===== config.mk =====
export PLATFORM = sky130hd
export DESIGN_NAME = shifter_arbiter_flat
export DESIGN_NICKNAME = d
export VERILOG_FILES = /design/src/rtl/shifter_arbiter_if.sv /design/src/rtl/shifter_arbiter.sv /design/src/flat_wrapper.sv
export SDC_FILE = /design/constraint.sdc
export NUM_CORES = 1
export LEC_CHECK = 0
export BUFFER_PORTS_ARGS = -buffer_cell sky130_fd_sc_hd__clkbuf_2
export CAP_MARGIN = 20
export CORE_AREA = 2 2 75 77
export CTS_BUF_LIST = sky130_fd_sc_hd__clkbuf_4
export CTS_CLUSTER_DIAMETER = 60
export CTS_CLUSTER_SIZE = 24
export DETAILED_ROUTE_END_ITERATION = 6
export DIE_AREA = 0 0 77 79
export SYNTH_ARGS = -nofsm -noshare
export SYNTH_HDL_FRONTEND = slang
export SYNTH_SLANG_ARGS = --single-unit

===== constraint.sdc =====
create_clock -name clk -period 4.4 [get_ports clk]
set_input_delay 0.44 -clock clk [delete_from_list [all_inputs] [get_ports clk]]
set_output_delay 0.44 -clock clk [all_outputs]
set_load 0.05 [all_outputs]

===== src/rtl/shifter_arbiter_if.sv =====
// shifter_arbiter_if: requester-side and result-side handshake bundle for shifter_arbiter
interface shifter_arbiter_if #(
    parameter int CTRL  = 3,
    parameter int WIDTH = 2**CTRL,
    parameter int NREQ  = 4,
    parameter int IDW   = 2
);
    logic [NREQ-1:0]       req_valid;
    logic [NREQ-1:0]       req_ready;
    logic [NREQ*WIDTH-1:0] req_data;
    logic [NREQ*CTRL-1:0]  req_shift;
    logic                  out_valid;
    logic                  out_ready;
    logic [WIDTH-1:0]      out_data;
    logic [IDW-1:0]        out_id;

    modport master (
        output req_valid, req_data, req_shift, out_ready,
        input  req_ready, out_valid, out_data, out_id
    );

    modport slave (
        input  req_valid, req_data, req_shift, out_ready,
        output req_ready, out_valid, out_data, out_id
    );
endinterface


===== src/rtl/shifter_arbiter.sv =====
// shifter_arbiter: round-robin arbiter feeding one shared rotate-left unit into a single result register
module shifter_arbiter #(
    parameter int CTRL  = 3,
    parameter int WIDTH = 2**CTRL,
    parameter int NREQ  = 4,
    parameter int IDW   = 2
) (
    input  logic             clk,
    input  logic             rst_n,
    shifter_arbiter_if.slave bus
);
    logic [IDW-1:0]     rr_ptr_q, rr_ptr_d, gnt_idx, out_id_q;
    logic               gnt_any, can_load, xfer, out_valid_q;
    logic [WIDTH-1:0]   sel_data, out_data_q, out_data_d;
    logic [CTRL-1:0]    sel_shift;
    logic [2*WIDTH-1:0] dbl;
    int                 start, lo, hi, g;
    logic               lo_hit, hi_hit;

    // Two-pass search: lowest valid at or above the pointer, else lowest valid overall (wrap).
    always_comb begin
        start  = (int'(rr_ptr_q) >= NREQ) ? 0 : int'(rr_ptr_q);
        lo     = 0;
        hi     = 0;
        lo_hit = 1'b0;
        hi_hit = 1'b0;
        for (int i = NREQ - 1; i >= 0; i--) begin
            if (bus.req_valid[i]) begin
                lo     = i;
                lo_hit = 1'b1;
            end
            if (bus.req_valid[i] && i >= start) begin
                hi     = i;
                hi_hit = 1'b1;
            end
        end
        g       = hi_hit ? hi : lo;
        gnt_any = lo_hit;
        gnt_idx = IDW'(g);
    end

    assign sel_data      = bus.req_data[g*WIDTH +: WIDTH];
    assign sel_shift     = bus.req_shift[g*CTRL +: CTRL];
    assign dbl           = {sel_data, sel_data} << sel_shift;
    assign out_data_d    = dbl[2*WIDTH-1:WIDTH];
    assign can_load      = !out_valid_q || bus.out_ready;
    assign xfer          = rst_n && gnt_any && can_load;
    assign rr_ptr_d      = (int'(gnt_idx) == NREQ - 1) ? '0 : gnt_idx + 1'b1;
    assign bus.req_ready = xfer ? NREQ'(1) << gnt_idx : '0;
    assign bus.out_valid = out_valid_q;
    assign bus.out_data  = out_data_q;
    assign bus.out_id    = out_id_q;

    always_ff @(posedge clk or negedge rst_n) begin
        if (!rst_n) begin
            out_valid_q <= 1'b0;
            out_data_q  <= '0;
            out_id_q    <= '0;
            rr_ptr_q    <= '0;
        end else if (xfer) begin
            out_valid_q <= 1'b1;
            out_data_q  <= out_data_d;
            out_id_q    <= gnt_idx;
            rr_ptr_q    <= rr_ptr_d;
        end else if (bus.out_ready) begin
            out_valid_q <= 1'b0;
        end
    end
endmodule

===== src/flat_wrapper.sv =====
// flat-port wrapper written by rule: the top's interface ports become plain ports
module shifter_arbiter_flat 
#(
    parameter int CTRL  = 3,
    parameter int WIDTH = 2**CTRL,
    parameter int NREQ  = 4,
    parameter int IDW   = 2
)
  (clk, rst_n, bus_req_valid, bus_req_data, bus_req_shift, bus_out_ready, bus_req_ready, bus_out_valid, bus_out_data, bus_out_id);
  shifter_arbiter_if #(.CTRL(CTRL), .WIDTH(WIDTH), .NREQ(NREQ), .IDW(IDW)) bus_i ();
  input  logic clk;
  input  logic rst_n;
  input wire logic [$bits(bus_i.req_valid)-1:0] bus_req_valid;
  input wire logic [$bits(bus_i.req_data)-1:0] bus_req_data;
  input wire logic [$bits(bus_i.req_shift)-1:0] bus_req_shift;
  input wire logic [$bits(bus_i.out_ready)-1:0] bus_out_ready;
  output wire logic [$bits(bus_i.req_ready)-1:0] bus_req_ready;
  output wire logic [$bits(bus_i.out_valid)-1:0] bus_out_valid;
  output wire logic [$bits(bus_i.out_data)-1:0] bus_out_data;
  output wire logic [$bits(bus_i.out_id)-1:0] bus_out_id;
  assign bus_i.req_valid = bus_req_valid;
  assign bus_i.req_data = bus_req_data;
  assign bus_i.req_shift = bus_req_shift;
  assign bus_i.out_ready = bus_out_ready;
  assign bus_req_ready = bus_i.req_ready;
  assign bus_out_valid = bus_i.out_valid;
  assign bus_out_data = bus_i.out_data;
  assign bus_out_id = bus_i.out_id;
  shifter_arbiter #(.CTRL(CTRL), .WIDTH(WIDTH), .NREQ(NREQ), .IDW(IDW)) u_core (.clk(clk), .rst_n(rst_n), .bus(bus_i));
endmodule

# ---- Yosys cells after proc, flatten, opt, wreduce, memory -nomap -nowiden
# Index checks and enable logic that the tools add are counted.
dict set report totals {
  input_bits 51
  reg_bits 13
  output_inout_bits 15
}
dict set report op_classes {
  eq_ne 1
  reduce_logical 8
  magnitude_cmp 3
  mul 1
  n_shift 4
  n_mux 19
  n_addsub 1
}
# cell n
set ops {}
lappend ops {{$mul 32x3->32 const B} 1}
lappend ops {{$shiftx 12x32->3} 1}
lappend ops {{$shiftx 32x32->8} 1}
lappend ops {{$mux 2} 9}
lappend ops {{$shl 16x3->16} 1}
lappend ops {{$mux 1} 9}
lappend ops {{$logic_and 1x1->1} 5}
lappend ops {{$ge 1x2->1 const A} 2}
lappend ops {{$mux 4} 1}
lappend ops {{$shl 1x2->4 const A} 1}
lappend ops {{$add 2x1->2 const B} 1}
lappend ops {{$eq 2x1->1 const B} 1}
lappend ops {{$ge 2x2->1 const A} 1}
lappend ops {{$reduce_bool 2->1} 1}
lappend ops {{$logic_not 1->1} 1}
lappend ops {{$logic_or 1x1->1} 1}

# ---- Longest topological paths before layout
dict set report depth {
  ltp_word 9
  depth_mapped 17
  mapped_depth_nobuf 14
}

# ---- Worst setup path after synthesis
# No wires, ideal clock.
dict set report synth_path {
  path_kind {register to register}
  from {register u_core.rr_ptr_q[1]}
  to {register u_core.out_data_q[0], in the netlist u_core.bus.out_data[0]}
  stages_incl_launch_ff 17
  setup_time_ns 0.073
  arrival_time_ns 3.319
  synth_period_minus_slack_ns 3.393
  path_slack_ns 1.007
  path_cell_list {dfrtp_1 -> buf_6 -> mux2i_4 -> nor2_4 -> nor3_4 -> buf_2 -> ha_1 -> clkbuf_1 -> inv_2 -> nor2_1 -> nand2_1 -> mux2i_1 -> o21a_2 -> o32ai_1 -> mux2i_1 -> mux2_2 -> a21oi_2}
}
# element line
set synth_lines {}
lappend synth_lines {{start, declared} shifter_arbiter.sv:12} ;# logic [IDW-1:0] rr_ptr_q, rr_ptr_d, gnt_idx, out_id_q;
lappend synth_lines {{start signal, assigned} shifter_arbiter.sv:64} ;# rr_ptr_q <= rr_ptr_d;
lappend synth_lines {{end signal, assigned} shifter_arbiter.sv:62} ;# out_data_q <= out_data_d;
lappend synth_lines {{end, declared} shifter_arbiter.sv:14} ;# logic [WIDTH-1:0] sel_data, out_data_q, out_data_d;

# ---- Final worst setup path
dict set report layout_path {
  from {register u_core.rr_ptr_q[1]}
  to {register u_core.out_data_q[3], in the netlist u_core.bus.out_data[3]}
}
dict set report layout_between {
  elab_chain_len 9
  elab_cells_between_ends 17
  cone_classes {1 x mul; 3 x order compare; 3 x shift; 7 x mux; 3 x reduce/logical}
}
# element line
set layout_lines {}
lappend layout_lines {{$ge 2x2->1} shifter_arbiter.sv:32} ;# if (bus.req_valid[i] && i >= start) begin
lappend layout_lines {{$logic_and 1x1->1} shifter_arbiter.sv:32}
lappend layout_lines {{$mux 2 or $mux 1 (tied branches) (3 in series)} shifter_arbiter.sv:32}
lappend layout_lines {{$mux 2 (*)} shifter_arbiter.sv:37} ;# g = hi_hit ? hi : lo;
lappend layout_lines {{$mul 32x3->32} shifter_arbiter.sv:43} ;# assign sel_shift = bus.req_shift[g*CTRL +: CTRL];
lappend layout_lines {{$shiftx 12x32->3} shifter_arbiter.sv:43}
lappend layout_lines {{$shl 16x3->16 (*)} shifter_arbiter.sv:44} ;# assign dbl = {sel_data, sel_data} << sel_shift;
# Mark *: on every way between the ends. The rest lies on a longest branch, timed or not.
# A chain may end at the register's enable or synchronous reset.

==> key figures <==
Run status
  – Status: complete, no violations

Synth
  – Mapped cell area: 1780 um2
  – Yosys cell types: 46
  – Commonest register cell after synthesis: dfrtp_1
  – EDFF count, synth: 0
  – Part of the Yosys area used for sequential elements: 18.3%
  – Register bit count reported by yosys: 13
  – Post-synth ARST share: 100%
  – Yosys Warn Count: 0
  – Cells after Synth: 218
  – Avg Synthesized Cell Area: 8.16 um2
  – Syn nets: 275

Clock network
  – Root Buffer: clkbuf_4
  – Post-CTS setup buffer count: 0
  – Clock buffer depth: 2
  – CTS clock-pin slew for the worst setup and hold paths: 0.08 ns
  – CTS Hold Buffers Added: 0
  – Worst skew pair latency: 0.28 ns
  – TritonCTS Buffers: 3
  – CTS tree: yes
  – Clock sink count: 13
  – Cts repair resizes: 0
  – Htree depth: 1

Power and ir drop
  – PnR Total Power: 1.53 mW
  – Clock Power Share: 4.9%
  – Switching pwr: 0.834 mW
  – Leakage: 0.994 nW
  – Net Sw Frac: 54.4%
  – VDD IR max: 189 uV
  – Logic gate share of total power: 81.2%
  – Internal power: 0.700 mW
  – Reg power frac: 13.9%
  – Pwr per Cell Area: 709 nW/um2

Placed design
  – Placed Instances: 340
  – Port Buffers: 65
  – Place WS: 0.703 ns
  – Detailed placement HPWL: 4.03 mm
  – Global placer's final weighted congestion: 0.946
  – DP Area: 2140 um2

Drt
  – Number of remaining DRC errors: 0
  – First-pass DRT Iterations: 4
  – Via count: 1853
  – Avg WL per Cell: 14.5 um
  – Routed wire length: 4.98 mm
  – Antenna Nets Post-Route: 0
  – Post-DR vias/cell: 5.39
  – Drt first-iter violations: 80

Timing
  – Slew Viols, Final: 0
  – Clock Skews: 0.000491 ns
  – Max-slew headroom: 50.4%
  – Crit path time final: 3.71 ns
  – Final worst setup slack: 0.695 ns
  – Final hold vios: 0
  – Setup TNS: 0 ns
  – Fin crit share: 84.2%
  – Fmax achieved: 270 MHz
  – Unrepaired setup endpoints after global routing: false
  – Slew @ Worst Pin: 0.742 ns
  – Final setup violation count: 0

GRT
  – Initial antenna violation count: 0
  – Largest net degree at the start of global routing: 26
  – Total GRT Usage: 16.9%
  – Vias in the first global route: 1875
  – Remaining Overflow, GRT: 0
  – First-pass GRT wire length: 8.59 mm

Die
  – Core Area: 5340 um2
  – Die width: 77 um
  – Die footprint: 6080 um2
  – Die H: 79 um
  – I/O pin count: 66
  – Initial Util: 33.3%
  – Std-Cell Rows: 27

Critical path
  – Buf/Inv on CP: 1
  – Critical path launch point type: flip-flop
  – Reg2Reg Setup Slack: 0.69 ns
  – Delay-heaviest family, CP: simple AND/OR/NAND/NOR gates
  – Crit. End Element: flip-flop
  – Critical path type: flip-flop to flip-flop
  – CP max FO: 14
  – WP depth: 14
  – Max stage delay on crit path: 0.54 ns
  – R2R cell count: 14
  – Req. time, crit path: 4.56 ns
  – Crit-path cells: mux2i_4, nor2_4, nor3_4, inv_2, ha_1, nor2_1, nand2_1, nand2_1, mux2i_1, a31oi_1, o32ai_1, mux2i_1, mux2_2, a21oi_2
  – Slowest stage cell, crit path: a31oi_1
  – Arr. time, crit path: 3.87 ns

Cells and area
  – Fin nets: 330
  – ANT cells: 0
  – Final std cells w/o fill: 344
  – Post-Layout Inst Area: 2170 um2
  – Fill cells: 597
  – Share of cells above drive strength 1: 38.6%
  – Area Overhead vs Synth: 21.7%

Job
  – # Max-Cap Violations: 0

Hold path
  – Worst hold path type: input port to asynchronous set/reset pin
==> power by group through the flow <==
stage	combinational [mW]	sequential, mW	clock (mW)
final	1.25	0.213	0.0756
after global routing	1.37	0.221	0.0840
after CTS	1.26	0.215	0.0810
after detailed placement	1.25	0.217	0
after global placement	1.24	0.215	0
after floorplan	0.886	0.358	0
==> placed cells by master (no fill, tap or decap), drive strengths merged, types with 2 or more instances in the layout <==
cell type,count
clkbuf,68
nand2,21
inv,16
a21oi,15
nor2,14
dfrtp,13
mux2,12
mux2i,12
o21ai,10
nand4,9
a31oi,9
o311ai,9
o211ai,8
nor4,8
o32ai,8
ha,6
and2,4
nand3,3
buf,3
o21a,3
nor3,3
mux4,3
o31a,2
a22oi,2
==> final timing paths <==
kind,from,endpoint
worst min-delay path,rst_n,u_core.bus.out_id[0]$_DFFE_PN0P_
max in group asynchronous,rst_n,u_core.bus.out_data[6]$_DFFE_PN0P_
worst max register to register,u_core.rr_ptr_q[1]$_DFFE_PN0P_,u_core.bus.out_data[3]$_DFFE_PN0P_
min in group clk,bus_out_ready,u_core.bus.out_valid$_DFFE_PN0P_
worst max-delay path,u_core.rr_ptr_q[1]$_DFFE_PN0P_,u_core.bus.out_data[3]$_DFFE_PN0P_
worst min register to register,u_core.bus.out_id[0]$_DFFE_PN0P_,u_core.bus.out_id[0]$_DFFE_PN0P_
==> sequential cells by signal, indices dropped and copies added (netlist names) <==
signal                count
u_core.bus.out_id         2
u_core.bus.out_data       8
u_core.bus.out_valid      1
u_core.rr_ptr_q           2
==> Yosys cell counts, types with 2 or more instances <==
cell      instances  share of area, %
a21oi_1           6               1.7
a21oi_2           8               3.9
a22oi_2           2               1.4
a31oi_1           9               3.2
and2_1            4               1.4
buf_1             2              0.42
buf_2             3              0.84
clkbuf_1         11               2.3
dfrtp_1          13                18
ha_1              6               4.2
inv_1            13               2.7
inv_2             3              0.63
mux2_2           12               7.6
mux2i_1          11               6.2
mux4_1            2               3.0
nand2_1          21               4.4
nand3_1           3              0.84
nand4_1           9               3.2
nor2_1           13               2.7
nor3_1            2              0.56
nor4_1            8               2.8
o211ai_1          8               3.4
o21a_1            2              0.84
o21ai_0           9               2.5
o311ai_0          9               4.4
o31a_1            2              0.98
o32ai_1           8               3.9
==> cell families after synthesis <==
kind of cell             synth area share [%]
buffers and inverters                    8.02
multiplexers                             19.3
AO/OA/AOI/OAI                            30.7
flip-flops                               18.3
AND/OR/NAND/NOR                          19.6
adder cells (fa/ha/maj)                  4.22
==> stage by stage <==
step                hold slack, ns  util [%]
floorplan                    0.144         -
detailed placement           0.369      40.1
global placement             0.369      40.1
CTS                         0.0535      40.6
global route                0.0716      40.6
finish                      0.0539      40.6
==> metal layers <==
layer	share of wire (%)	global-route usage [%]	vias to the layer above
met5	0	0	-
met4	0.80	3.57	0
met1	46	21.4	843
met3	5.3	2.61	6
li1	-	-	949
met2	48	30.4	55
==> final cells by class <==
cell class | count | area, um2 | share of cell area, %
Inverter | 16 | 60.1 | 2.77
Clock inverter | 1 | 5.00 | 0.231
Tap cell | 72 | 90.1 | 4.16
Timing Repair Buffer | 68 | 348 | 16.1
Multi-Input combinational cell | 171 | 1320 | 60.7
Sequential cell | 13 | 325 | 15.0
Clock buffer | 3 | 22.5 | 1.04
Power figures use the tool's default switching activity.
